==> src/rtl/full_logic_drain_pkg.sv <==
// Shared types and constants for the D0/D1 receive-side drain.
package full_logic_pkg;
   localparam int   DATA_WIDTH = 6;
   localparam int   DEST_BIT   = DATA_WIDTH - 2;
   localparam logic SRC_D0     = 1'b0;
   localparam logic SRC_D1     = 1'b1;

   typedef enum logic [2:0] {ST_RESET, ST_INIT, ST_IDLE, ST_ACTIVE, ST_ERROR} state_t;

   // A programmed weight of zero still grants one pop per turn.
   function automatic logic [3:0] eff_weight(input logic [3:0] w);
      return (w == 4'd0) ? 4'd1 : w;
   endfunction
endpackage

==> src/rtl/full_logic_drain_out_buf.sv <==
// Two-entry first-in-first-out holding {src, data} words on their way downstream.
module drain_out_buf #(
   parameter int W = 7
) (
   input  logic         clk,
   input  logic         reset,
   input  logic         push,
   input  logic         pop,
   input  logic [W-1:0] din,
   output logic [W-1:0] dout,
   output logic         full,
   output logic         empty,
   output logic [1:0]   count
);
   logic [1:0][W-1:0] mem;
   logic              wr_ptr, rd_ptr;
   logic              do_push, do_pop;

   assign full    = (count == 2'd2);
   assign empty   = (count == 2'd0);
   assign do_pop  = pop && !empty;
   assign do_push = push && (!full || do_pop);
   assign dout    = mem[rd_ptr];

   always_ff @(posedge clk) begin
      if (reset) begin
         mem    <= '0;
         wr_ptr <= 1'b0;
         rd_ptr <= 1'b0;
         count  <= 2'd0;
      end else begin
         if (do_push) begin
            mem[wr_ptr] <= din;
            wr_ptr      <= ~wr_ptr;
         end
         if (do_pop)
            rd_ptr <= ~rd_ptr;
         count <= count + {1'b0, do_push} - {1'b0, do_pop};
      end
   end
endmodule

==> src/rtl/full_logic_drain.sv <==
// Drains the D0/D1 FIFOs with weighted round-robin pops, checks destination bits and
// merges the words into one tagged valid/ready stream.
module full_logic_drain
   import full_logic_pkg::*;
#(
   parameter int data_width = 6,
   parameter int cnt_width  = 5
) (
   input  logic                  clk,
   input  logic                  reset,
   input  logic                  init,
   input  logic [3:0]            weight_D0,
   input  logic [3:0]            weight_D1,
   input  logic                  empty_D0,
   input  logic                  empty_D1,
   input  logic [data_width-1:0] data_D0,
   input  logic [data_width-1:0] data_D1,
   output logic                  D0_pop,
   output logic                  D1_pop,
   output logic                  out_valid,
   input  logic                  out_ready,
   output logic [data_width-1:0] out_data,
   output logic                  out_src,
   output logic [cnt_width-1:0]  count_D0,
   output logic [cnt_width-1:0]  count_D1,
   output logic                  error_out,
   output logic                  active_out,
   output logic                  idle_out
);
   localparam int DBIT = data_width - 2;

   state_t                state;
   logic [3:0]            wgt0, wgt1, run_cnt, nxt_run, cur_w;
   logic                  turn, nxt_turn, in_flight, fl_src;
   logic                  pop_any, pop_sel, pop_en, cur_empty, oth_empty;
   logic                  hs, cap_mis, buf_full, buf_empty, buf_push;
   logic [1:0]            buf_cnt;
   logic [2:0]            free_eff;
   logic [data_width-1:0] cap_data;
   logic [data_width:0]   buf_head;

   assign hs       = out_valid && out_ready;
   assign cap_data = (fl_src == SRC_D1) ? data_D1 : data_D0;
   assign cap_mis  = in_flight && (cap_data[DBIT] != fl_src);
   assign buf_push = in_flight && (!buf_full || hs);

   // A slot freed by this cycle's handshake counts, which keeps 1 word/cycle with out_ready=1.
   assign free_eff = 3'd2 - {1'b0, buf_cnt} + {2'b00, hs};
   assign pop_en   = !reset && !init && !cap_mis
                     && (state == ST_IDLE || state == ST_ACTIVE)
                     && (free_eff > {2'b00, in_flight});

   always_comb begin
      cur_empty = (turn == SRC_D1) ? empty_D1 : empty_D0;
      oth_empty = (turn == SRC_D1) ? empty_D0 : empty_D1;
      cur_w     = (turn == SRC_D1) ? wgt1 : wgt0;
      pop_any   = 1'b0;
      pop_sel   = turn;
      nxt_turn  = turn;
      nxt_run   = run_cnt;
      if (pop_en) begin
         if (!cur_empty && run_cnt != cur_w) begin
            pop_any = 1'b1;
            nxt_run = run_cnt + 4'd1;
         end else if (!oth_empty) begin
            pop_any  = 1'b1;
            pop_sel  = ~turn;
            nxt_turn = ~turn;
            nxt_run  = 4'd1;
         end else if (!cur_empty) begin
            pop_any = 1'b1;
            nxt_run = 4'd1;
         end else begin
            nxt_run = 4'd0;
         end
      end
   end

   assign D0_pop = pop_any && (pop_sel == SRC_D0);
   assign D1_pop = pop_any && (pop_sel == SRC_D1);

   always_ff @(posedge clk) begin
      if (reset) begin
         state     <= ST_RESET;
         wgt0      <= 4'd1;
         wgt1      <= 4'd1;
         turn      <= SRC_D0;
         run_cnt   <= 4'd0;
         in_flight <= 1'b0;
         fl_src    <= SRC_D0;
         count_D0  <= '0;
         count_D1  <= '0;
         error_out <= 1'b0;
      end else begin
         in_flight <= pop_any;
         fl_src    <= pop_sel;
         turn      <= nxt_turn;
         run_cnt   <= nxt_run;
         if (in_flight && fl_src == SRC_D0) count_D0 <= count_D0 + cnt_width'(1);
         if (in_flight && fl_src == SRC_D1) count_D1 <= count_D1 + cnt_width'(1);
         if (cap_mis) error_out <= 1'b1;
         case (state)
            ST_RESET: state <= ST_INIT;
            ST_INIT: begin
               wgt0    <= eff_weight(weight_D0);
               wgt1    <= eff_weight(weight_D1);
               turn    <= SRC_D0;
               run_cnt <= 4'd0;
               if (!init) state <= ST_IDLE;
            end
            ST_IDLE, ST_ACTIVE: begin
               if (cap_mis)
                  state <= ST_ERROR;
               else if (init) begin
                  if (!in_flight && buf_empty) state <= ST_INIT;
               end else if (state == ST_IDLE) begin
                  if (pop_any) state <= ST_ACTIVE;
               end else if (empty_D0 && empty_D1 && buf_empty && !in_flight)
                  state <= ST_IDLE;
            end
            ST_ERROR: state <= ST_ERROR;
            default:  state <= ST_RESET;
         endcase
      end
   end

   drain_out_buf #(.W(data_width + 1)) u_buf (
      .clk   (clk),
      .reset (reset),
      .push  (buf_push),
      .pop   (hs),
      .din   ({fl_src, cap_data}),
      .dout  (buf_head),
      .full  (buf_full),
      .empty (buf_empty),
      .count (buf_cnt)
   );

   assign out_valid  = !buf_empty;
   assign out_data   = buf_head[data_width-1:0];
   assign out_src    = buf_head[data_width];
   assign active_out = (state == ST_ACTIVE);
   assign idle_out   = (state == ST_IDLE);
endmodule

==> config.mk <==
export PLATFORM = sky130hd
export DESIGN_NAME = full_logic_drain
export DESIGN_NICKNAME = d
export VERILOG_FILES = /design/src/rtl/full_logic_drain_pkg.sv /design/src/rtl/full_logic_drain_out_buf.sv /design/src/rtl/full_logic_drain.sv
export SDC_FILE = /design/constraint.sdc
export NUM_CORES = 1
export LEC_CHECK = 0
export BUFFER_PORTS_ARGS = -buffer_cell sky130_fd_sc_hd__buf_4
export CORE_AREA = 10 10 69 82
export DETAILED_ROUTE_END_ITERATION = 10
export DIE_AREA = 0 0 79 92
export PLACE_DENSITY = 0.79
export RECOVER_POWER = 100
export REMOVE_ABC_BUFFERS = 1
export SLEW_MARGIN = 20
export SYNTH_ARGS = -nofsm -noshare
export SYNTH_HDL_FRONTEND = slang
export SYNTH_SLANG_ARGS = --single-unit
==> constraint.sdc <==
create_clock -name clk -period 6 [get_ports clk]
set_input_delay 0 -clock clk [delete_from_list [all_inputs] [get_ports clk]]
set_output_delay 0 -clock clk [all_outputs]
set_load 0.02 [all_outputs]
; After elaboration in Yosys (flattened, before gate mapping)
; Index checks and enable logic that the tools add are counted.
[totals]
input_bits = 26
wordCells = 107
regBits = 47
out_inout_bits = 23
[classes]
eq_ne = 11
n_addsub = 7
bitwise_logic = 5
order_cmp = 4
n_mux = 29
n_reduce_logical = 36
[op_table]
columns = operator, n
row1 = 3-bit two-way mux, 7
row2 = 7-bit two-way mux, 3
row3 = 1-bit logical AND, 19
row4 = 4-bit two-way mux, 4
row5 = 14-bit bitwise mux, 1
row6 = 3-bit one-hot mux with 4 select lines, 1
row7 = 1-bit two-way mux, 11
row8 = "5-bit by 1-bit adder with 5-bit output, second input constant", 2
row9 = "5-bit != test, second input constant", 2
row10 = 4-bit logical NOT, 2
row11 = 7-bit demux with 1-bit select, 1
row12 = 1-bit logical NOT, 7
row13 = "3-bit by 2-bit equality test with 1-bit output, second input constant", 2
row14 = 6-bit two-way mux, 1
row15 = 1-bit NOT, 5
row16 = "4-bit by 1-bit adder with 4-bit output, second input constant", 1
row17 = "1-bit by 2-bit < comparator with 1-bit output, second input constant", 2
row18 = 4-bit != test, 1
row19 = "4-bit != test, second input constant", 1
row20 = 4-bit AND reduction, 1
row21 = 2-bit OR reduction, 2
row22 = 3-bit by 1-bit adder with 3-bit output, 1
row23 = "3-bit by 1-bit equality test with 1-bit output, second input constant", 1
row24 = "3-bit equality test, second input constant", 1
row25 = other kinds (11), 13

; Longest topological paths before layout
[depth]
word_depth = 13
depth_mapped = 11
depth_no_buf = 11

; Cells and area by module
; A second synthesis with hierarchy kept.
[unflattened]
hier_cells = 282
hier_area_um2 = 2509.9
[modules_own_cells]
columns = module, area_each_um2, seq_area_each_um2, cells_each, n_inst
row1 = full_logic_drain, 1592.8, 580.6, 183, 1
row2 = drain_out_buf, 917.1, 360.3, 99, 1

; Worst setup path after synthesis
; Ideal clock, no wire load.
[synth_timing]
path_type = flip-flop to flip-flop
from = register u_buf.count[1]
to = register fl_src
period_less_slack_ps = 2668
path_slack_ps = 3332
arrival_ps = 2603
n_path_buf = 0
setup_time_ps = 65
stages_incl_launch_ff = 12
required_ps = 5935
path_cell_list = dfxtp_1 or2_2 nand2_1 inv_1 ha_1 ha_1 nor2b_1 o21ai_0 nand3_2 or3_2 a2bb2oi_1 nor2_1
[synth_between]
elab_chain_len = 7
elab_cells_between_ends = 8
classes_between = 2 x add/sub / 1 x order compare / 1 x mux / 4 x reduce/logical
[synth_lines]
columns = item, line_no
row1 = from (decl), full_logic_drain_out_buf.sv:13  ; output logic [1:0] count
row2 = from (signal assigned), full_logic_drain_out_buf.sv:38  ; count <= count + {1'b0, do_push} - {1'b0, do_pop};
row3 = 2-bit logical NOT, full_logic_drain_out_buf.sv:20  ; assign empty = (count == 2'd0);
row4 = 1-bit logical NOT, full_logic_drain.sv:139  ; assign out_valid = !buf_empty;
row5 = net out_valid, full_logic_drain.sv:20  ; output logic out_valid,
row6 = 1-bit logical AND, full_logic_drain.sv:42  ; assign hs = out_valid && out_ready;
row7 = 3-bit by 1-bit adder with 3-bit output, full_logic_drain.sv:48  ; assign free_eff = 3'd2 - {1'b0, buf_cnt} + {2'b00, hs};
row8 = 3-bit by 1-bit greater-than comparator with 1-bit output, full_logic_drain.sv:51  ; && (free_eff > {2'b00, in_flight});
row9 = 1-bit logical AND, full_logic_drain.sv:51
row10 = 1-bit two-way mux, full_logic_drain.sv:61  ; if (pop_en) begin
row11 = to (signal assigned), full_logic_drain.sv:96  ; fl_src <= pop_sel;
row12 = to (decl), full_logic_drain.sv:34  ; logic turn, nxt_turn, in_flight, fl_src;
; The timed path passes the listed nets, and every way through them passes these cells.
; A chain may end at the register's enable or synchronous reset.

; Worst setup path in the final report
[layout_timing]
from = register u_buf.count[1]
to = register in_flight
[layout_between]
elab_chain_len = 7
elab_cells_between_ends = 8
classes_between = 2 x add/sub / 1 x order compare / 1 x mux / 4 x reduce/logical
[layout_lines]
columns = item, line_no
row1 = branches (longest 3 deep; another with 2-bit by 2-bit subtractor with 3-bit output), -
row2 = 3-bit by 1-bit adder with 3-bit output (*), full_logic_drain.sv:48
row3 = 3-bit by 1-bit greater-than comparator with 1-bit output (*), full_logic_drain.sv:51
row4 = 1-bit logical AND (*), full_logic_drain.sv:51
row5 = 1-bit two-way mux (*), full_logic_drain.sv:61
row6 = to (signal assigned), full_logic_drain.sv:95  ; in_flight <= pop_any;
row7 = to (decl), full_logic_drain.sv:34
; Every way passes the cells marked *.

==> results.md <==
- EDFF count, synth: 0
- RSZ-0062 raised after global routing: no
- Layout Cells excl Fill: 369
- Synth top area cells: dfxtp_1 42%, nor2_1 7.8%, mux2i_1 6.2%
- Die H: 92 µm
- Worst slew pin tran: 1.08 ns
- Slew Limit Headroom: 27.3%
- CTS tree: yes
- Footprint of the multi-input gates: 1240 µm²
- Largest family of logic cells by synthesized area: simple AND/OR/NAND/NOR gates
- Synth Area in Compound Gates: 12.2%
- Synthesized flop and latch total: 47
- Post-Synth XOR/XNOR Area: 6.57%
- Top cells by count, synth: 47 x dfxtp_1, 47 x nor2_1, 25 x nand2_1, 19 x a21oi_1, 14 x mux2i_1
- Synth unique cells: 41
- Placed Area: 2640 µm²
- Clk slew on worst S/H paths: 0.08 ns
- Synthesized area per cell: 8.71 µm²
- Global route overflow: 0
- CP max FO: 9
- Effective utilization at floorplan: 54.4%
- Post-synth ARST share: 0%
- Final hold vios: 0
- Final period util: 49.9%
- Cells after DPL: 351
- Full die area: 7270 µm²
- # DRC: 0
- Register area share after synthesis: 41.5%
- Max-cap viol count: 0
- Post-synthesis adder-cell area fraction: 4.42%
- Layout cell share with drive strength beyond 1: 14.1%
- Final wirelength: 4.88 mm
- Simple-gate share of the synthesized area: 22.2%
- Final-stage net count: 346
- WHS: 0.0158 ns
- Total clock buffers created by CTS: 5
- Status: complete, no violations
- Max Freq: 334 MHz
- Setup CP Type: flop to flop
- Initial antenna violation count: 0
- CP Data Arrival Time: 3.24 ns
- Core Box Area: 4160 µm²
- Diode count: 0
- Clock latency on the worst-skew pair: 0.31 ns
- CP Launch Type: flop
- Number of fill cells in the layout: 389
- Vias in the first global route: 1929
- Fin. max-slew vios: 0
- Total negative slack: 0 ns
- Pin count of the biggest net entering global routing: 45
- Port bufs: 48
- Gpl congestion: 0.772
- TritonRoute pass-1 iters: 4
- Setup Skew: 0.0116 ns
- Post-DRT Antenna Nets: 0
- Yosys top cell by area: dfxtp_1
- Leak pwr: 0.00106 µW
- WL/cell: 13.2 µm
- DIE WIDTH: 79 µm
- Pwr/cell area: 262 nW/µm²
- Clock sinks: 47
- Crit end category: flop
- Syn Inst Count: 260
- Setup Buffers After CTS: 0
- Yosys top cell area share: 41.5%
- Area grow syn2layout: 20.9%
- Via/cell ratio: 5.21
- Mux cell area share after synthesis: 9.67%
- Std-Cell Rows: 26
- # IOs: 49
- Register Area: 941 µm²
- Tmin final: 2.99 ns
- CTS root buffer: clkbuf_8
- Total number of vias: 1922
- Worst Hold Class: input port to flop
- Overall power: 718 µW
- Mapped cell area: 2260 µm²
- Max VDD drop: 0.000151 V
- Clock Path Buffers: 2
- GRT Overall Usage: 14.2%
- Ys Warns: 0
- First-pass GRT wire length: 8.42 mm
- Ys flop type: dfxtp_1
- Cell area after layout: 2740 µm²
- Htree depth: 2
- Final HPWL DP: 3.57 mm
- WP data required: 6.24 ns
- Final Setup Violations: 0
- Iteration-0 DRC Markers: 74
==> path summary, 6_finish.rpt <==
kind / startpoint / endpoint / cells past startpoint / slack [ns]
hold reg to reg: wgt0[2]$_SDFFE_PP0N_ / wgt0[2]$_SDFFE_PP0N_ / 2 / 0.46
hold / removal: init / state[1]$_SDFFE_PP0P_ / 3 / 0.02
setup / recovery: u_buf.count[1]$_SDFF_PP0_ / in_flight$_SDFF_PP0_ / 10 / 3.01
setup reg to reg: u_buf.count[1]$_SDFF_PP0_ / in_flight$_SDFF_PP0_ / 10 / 3.01
==> power breakdown <==
group | internal, µW | leakage (µW) | switching (µW) | total, µW
Clock | 94.4 | 0.0000484 | 104 | 198
Sequential | 331 | 0.000380 | 24.1 | 355
Combinational | 75.1 | 0.000631 | 89.5 | 165
==> cell type report <==
cell class | instances | share of cell area (%)
timing repair buffer | 58 | 13.8
clock inverter | 1 | 0.320
tap | 56 | 2.56
clock buffer | 7 | 3.15
sequential | 47 | 34.4
multi-input combinational | 195 | 45.1
inverter | 5 | 0.685
==> registers in the layout, summed over array words and instances, names as in the netlist, 2 cells and up <==
name and cells:
wgt0 4, state 3, u_buf.mem 14, u_buf.count 2, run_cnt 4, wgt1 4, count_D0 5, count_D1 5
==> worst max-delay path, stage by stage, from the launching register on <==
cell and delay [ns]:
dfxtp_1 0.35, or2_2 0.32, nand2_1 0.14, inv_1 0.06
ha_1 0.29, ha_1 0.27, nor2b_1 0.12, o21ai_0 0.25
nand3_1 0.31, a21oi_1 0.26, dlygate4sd3_1 0.58
==> routing by layer <==
metal	part of all wire [%]	vias to the layer above	track usage, %
met1	45	875	15.2
met3	5.2	8	5.37
met4	2.1	0	5.99
met2	48	45	24.3
met5	0	-	0
li1	-	994	-
==> kinds of logic (layout without fill, tap and decap cells) <==
kind of cell	after synthesis	after routing
XOR/XNOR	17	17
flip-flops	47	47
adder cells (fa/ha/maj)	8	8
AND/OR/NAND/NOR	108	108
AO/OA/AOI/OAI	41	41
buffers and inverters	18	71
multiplexers	21	21
==> placed cells by master, fill, tap and decap left out, types with 2 or more instances in the layout <==
master	Yosys	routed
buf_4	0	26
ha_1	8	8
clkbuf_8	0	6
a211oi_1	6	7
inv_1	5	5
nand2b_1	2	2
xor2_1	8	8
mux2i_1	14	14
or3_1	2	2
a21oi_1	19	19
nor2b_1	3	3
and3_1	2	2
nor3_1	8	8
clkbuf_1	10	23
a31oi_1	2	2
o21ai_0	3	3
o21bai_1	3	3
nand2_1	25	25
nor2_1	47	47
xnor2_1	9	9
dfxtp_1	47	47
nand3_1	6	7
nand4_1	4	4
dlygate4sd3_1	0	10
mux2_2	7	7
==> per-stage QoR <==
step | util [%] | worst slack, ns
finish | 65.8 | 3.01
global route | 65.8 | 2.75
CTS | 68.0 | 3.07
detailed placement | 63.3 | 3.15
global placement | 63.3 | 3.28
floorplan | - | 3.32
==> timing repair <==
item                       CTS  global route
hold buffers                10             0
setup endpoints to repair    0             0
hold endpoints to repair     9             0
resized for setup            0             0
Note: power is estimated with default switching activity, not from simulation.
